[src/rtl/router_sync.sv]
// Router address latch, FIFO write/full steering and per-port read timeout.
// A port left valid but unread for 30 edges gets a one-cycle soft reset.
module router_sync (
    input  logic       clock,
    input  logic       resetn,
    input  logic       detect_add,
    input  logic [1:0] data_in,
    input  logic       write_enb_reg,
    input  logic       read_enb_0,
    input  logic       read_enb_1,
    input  logic       read_enb_2,
    input  logic       empty_0,
    input  logic       empty_1,
    input  logic       empty_2,
    input  logic       full_0,
    input  logic       full_1,
    input  logic       full_2,
    output logic [2:0] write_enb,
    output logic       fifo_full,
    output logic       vld_out_0,
    output logic       vld_out_1,
    output logic       vld_out_2,
    output logic       soft_reset_0,
    output logic       soft_reset_1,
    output logic       soft_reset_2
);

    localparam logic [4:0] LAST = 5'd29;

    logic [1:0]      addr_q, addr_d;
    logic [2:0][4:0] cnt_q, cnt_d;
    logic [2:0]      sr_q, sr_d;
    logic [2:0]      vld, rd, full;

    assign vld  = {~empty_2, ~empty_1, ~empty_0};
    assign rd   = {read_enb_2, read_enb_1, read_enb_0};
    assign full = {full_2, full_1, full_0};

    assign vld_out_0 = vld[0];
    assign vld_out_1 = vld[1];
    assign vld_out_2 = vld[2];

    assign soft_reset_0 = sr_q[0];
    assign soft_reset_1 = sr_q[1];
    assign soft_reset_2 = sr_q[2];

    always_comb begin
        addr_d = detect_add ? data_in : addr_q;
        cnt_d  = cnt_q;
        sr_d   = '0;
        for (int n = 0; n < 3; n++) begin
            if (vld[n] && !rd[n]) begin
                // 30th consecutive stall edge fires and restarts the window
                if (cnt_q[n] == LAST) begin
                    cnt_d[n] = '0;
                    sr_d[n]  = 1'b1;
                end else begin
                    cnt_d[n] = cnt_q[n] + 5'd1;
                end
            end else begin
                cnt_d[n] = '0;
            end
        end
    end

    always_comb begin
        write_enb = '0;
        fifo_full = 1'b0;
        case (addr_q)
            2'd0: begin
                write_enb[0] = write_enb_reg;
                fifo_full    = full[0];
            end
            2'd1: begin
                write_enb[1] = write_enb_reg;
                fifo_full    = full[1];
            end
            2'd2: begin
                write_enb[2] = write_enb_reg;
                fifo_full    = full[2];
            end
            default: begin
                write_enb = '0;
                fifo_full = 1'b0;
            end
        endcase
    end

    always_ff @(posedge clock or negedge resetn) begin
        if (!resetn) begin
            addr_q <= 2'b11;
            cnt_q  <= '0;
            sr_q   <= '0;
        end else begin
            addr_q <= addr_d;
            cnt_q  <= cnt_d;
            sr_q   <= sr_d;
        end
    end

endmodule

[config.mk]
export PLATFORM = sky130hd
export DESIGN_NAME = router_sync
export DESIGN_NICKNAME = d
export VERILOG_FILES = /design/src/rtl/router_sync.sv
export SDC_FILE = /design/constraint.sdc
export NUM_CORES = 1
export LEC_CHECK = 0
export ABC_AREA = 1
export ABC_CLOCK_PERIOD_IN_PS = 1000
export CORE_MARGIN = 2
export CORE_UTILIZATION = 30
export CTS_CLUSTER_DIAMETER = 200
export DETAILED_ROUTE_END_ITERATION = 10
export SKIP_CTS_REPAIR_TIMING = 1
export SLEW_MARGIN = 20
export SYNTH_ARGS = -nofsm -noshare
export SYNTH_HDL_FRONTEND = slang
export SYNTH_SLANG_ARGS = --single-unit
[constraint.sdc]
create_clock -name clock -period 1 [get_ports clock]
set_input_delay 0.2 -clock clock [delete_from_list [all_inputs] [get_ports clock]]
set_output_delay 0.2 -clock clock [all_outputs]
set_load 0.02 [all_outputs]
==> impl_metrics.env <==
export IMPL_syn_to_final_growth_pct=63.3
export IMPL_min_period_over_period=1.47
export IMPL_fmax_ghz=0.680
export IMPL_num_vias=901
export IMPL_num_rows=20
export IMPL_regArea_sq_um=503
export IMPL_slowest_delay_ns=0.59
export IMPL_grt_pass1_wl_mm=3.28
export IMPL_worstSetupStartpointType="flip-flop"
export IMPL_initial_core_util=0.321
export IMPL_synth_fp_nets=136
export IMPL_multi_input_area_sq_um=548
export IMPL_routed_via_density=4.40
export IMPL_tightest_slew_ns=0.282
export IMPL_status="finished, violations left"
export IMPL_antenna_found_initial=0
export IMPL_power_leakage_nw=0.782
export IMPL_min_path_type="input pin to flip-flop"
export IMPL_diodes=0
export IMPL_layout_setup_ws_ns=-0.470
export IMPL_preCtsSetupSlack_ns=-0.743
export IMPL_violations="negative setup slack"
export IMPL_slowest_stage="dfstp_2"
export IMPL_fin_tns_setup_ns=-2.50
export IMPL_wl_per_cell_um=10.6
export IMPL_finalNetCount=183
export IMPL_ioPinCount=25
export IMPL_hold_violations=0
export IMPL_hold_start="empty_1"
export IMPL_slew_violations=0
export IMPL_yosys_warnings=0
export IMPL_grt_pass1_vias=844
export IMPL_worstPathRequired_ns=0.80
export IMPL_path_clk_slew_ns=0.10
export IMPL_place_congestion=0.721
export IMPL_numCtsBuffers=3
export IMPL_stdcell_count=205
export IMPL_p_total_w=0.00163
export IMPL_whs_path_depth=3
export IMPL_min_period_ns=1.47
export IMPL_worstPathCellList="inv_4 > nor3_4 > buf_6"
export IMPL_fin_worst_skew_ns=0.00253
export IMPL_vdd_ir_drop_max_mv=0.870
export IMPL_wirelength_mm=2.18
export IMPL_drtPass1Iterations=4
export IMPL_cp_end_kind="output pin"
export IMPL_dpl_hpwl_mm=1.56
export IMPL_ys_types=14
export IMPL_syn_cell_area_sq_um=995
export IMPL_fp_dieH_um=61.6
export IMPL_synth_seq_cells=20
export IMPL_synth_edf_count=0
export IMPL_htreeDepth=1
export IMPL_cts_sinks=20
export IMPL_syn_area_per_cell_sq_um=8.65
export IMPL_path_class="flip-flop to output pin"
export IMPL_critical_path_arrival_ns=1.27
export IMPL_drt_iter0_markers=23
export IMPL_die_x_um=61.6
export IMPL_setup_viol=22
export IMPL_num_fill_cells=308
export IMPL_ctsLongestPathBuffers=2
export IMPL_synth_top_area_cell="dfrtp_1"
export IMPL_drc=0
export IMPL_ff2ff_path_depth=6
export IMPL_die_area_sq_mm=0.00379
export IMPL_cts_root_buf="clkbuf_4"
export IMPL_cts_tree="yes"
export IMPL_ys_flop_type="dfrtp_1"
export IMPL_synthArstFlopShare=1.00
export IMPL_yosysMostFrequentCell="inv_1"
export IMPL_grt_remaining_overflow=0
export IMPL_cap_violations=0
export IMPL_cp_startpoint="addr_q[0]"
export IMPL_syn_instance_count=115
export IMPL_drive_gt1_frac=0.453
export IMPL_r2r_start="cnt_q[0]"
export IMPL_dp_cells=198
export IMPL_powerDensity_mw_per_mm2=1000
export IMPL_synth_area_top_cells="dfrtp_1 45%, inv_1 7.9%, ha_1 7.5%"
export IMPL_synth_common_cells="21 x inv_1, 18 x dfrtp_1, 18 x nor2_1"
export IMPL_ys_seq_area_frac=0.506
export IMPL_port_buffers=24
export IMPL_grt_setup_unrepaired="yes"
export IMPL_yosysTopAreaCellShare=0.453
export IMPL_max_slew_margin=0.811
export IMPL_path_max_fanout=4
export IMPL_fp_coreArea_sq_mm=0.00310
export IMPL_ant_nets=0
export IMPL_grt_usage=0.118
export IMPL_clock_latency_ns=0.29
export IMPL_grt_max_degree=21
-- routing by layer --
| metal | vias to the layer above | global-route usage | routed length [um] |
|---|---|---|---|
| li1 | 457 | - | - |
| met1 | 425 | 0.128 | 824 |
| met2 | 17 | 0.211 | 1210 |
| met3 | 2 | 0.0399 | 116 |
| met4 | 0 | 0.0456 | 29 |
| met5 | - | 0 | 0 |
-- where the power goes --
group	total [W]	switching [W]	leakage (nW)	internal (W)
clock	0.000451	0.000229	0.0210	0.000222
sequential	0.000854	0.0000215	0.269	0.000833
combinational	0.000326	0.000152	0.492	0.000174
total	0.00163	0.000403	0.782	0.00123
-- path summary, 6_finish.rpt --
path	to	slack [ns]
setup / recovery	write_enb[1]	-0.47
hold / removal	sr_q[1]	0.18
setup reg to reg	cnt_q[3]	-0.06
hold reg to reg	addr_q[0]	0.57
max in group asynchronous	addr_q[0]	0.56
min in group asynchronous	sr_q[2]	0.23
-- worst max-delay path: cells and delay by family, from the launching register on --
kind	cells	cell delay (ns)
flops	1	0.59
buf+inv	2	0.20
simple gates	1	0.18
-- flip-flops by register name, summed over array words and instances (netlist names) --
signal and count:
addr_q 2, cnt_q 15, sr_q 3
-- layout by cell type (no fill, tap or decap), types with 2 or more instances in the layout --
| master | instances |
|---|---|
| a21oi_2 | 3 |
| buf_4 | 18 |
| buf_6 | 8 |
| clkbuf_4 | 3 |
| clkdlybuf4s50_1 | 11 |
| dfrtp_1 | 18 |
| dfstp_2 | 2 |
| dlymetal6s2s_1 | 3 |
| ha_1 | 2 |
| ha_2 | 4 |
| inv_1 | 19 |
| inv_4 | 2 |
| nand2_1 | 14 |
| nand2_2 | 3 |
| nand2_4 | 3 |
| nand3_1 | 6 |
| nand3_2 | 7 |
| nand4_1 | 3 |
| nor2_1 | 8 |
| nor2_2 | 9 |
| nor3_2 | 3 |
| nor3_4 | 2 |
| xnor2_1 | 2 |
-- kinds of logic after synthesis --
group,count (synthesis),share of synthesized area
AND/OR/NAND/NOR,60,0.288
buffers and inverters,21,0.0792
flip-flops,20,0.506
adder cells (fa/ha/maj),6,0.0755
AO/OA/AOI/OAI,5,0.0252
XOR/XNOR,3,0.0264
-- cell type report --
class	count	area share
multi-input combinational	74	0.337
sequential	20	0.310
timing repair buffer	42	0.245
inverter	21	0.0516
tap	44	0.0339
clock buffer	4	0.0223
-- stage by stage --
stage	hold WS [ns]	util	area [sq um]
floorplan	-0.0956	-	1020
global placement	0.551	0.465	1440
detailed placement	0.553	0.465	1440
CTS	0.226	0.477	1480
global route	0.183	0.523	1620
finish	0.184	0.523	1620
(Power assumes the default switching activity.)
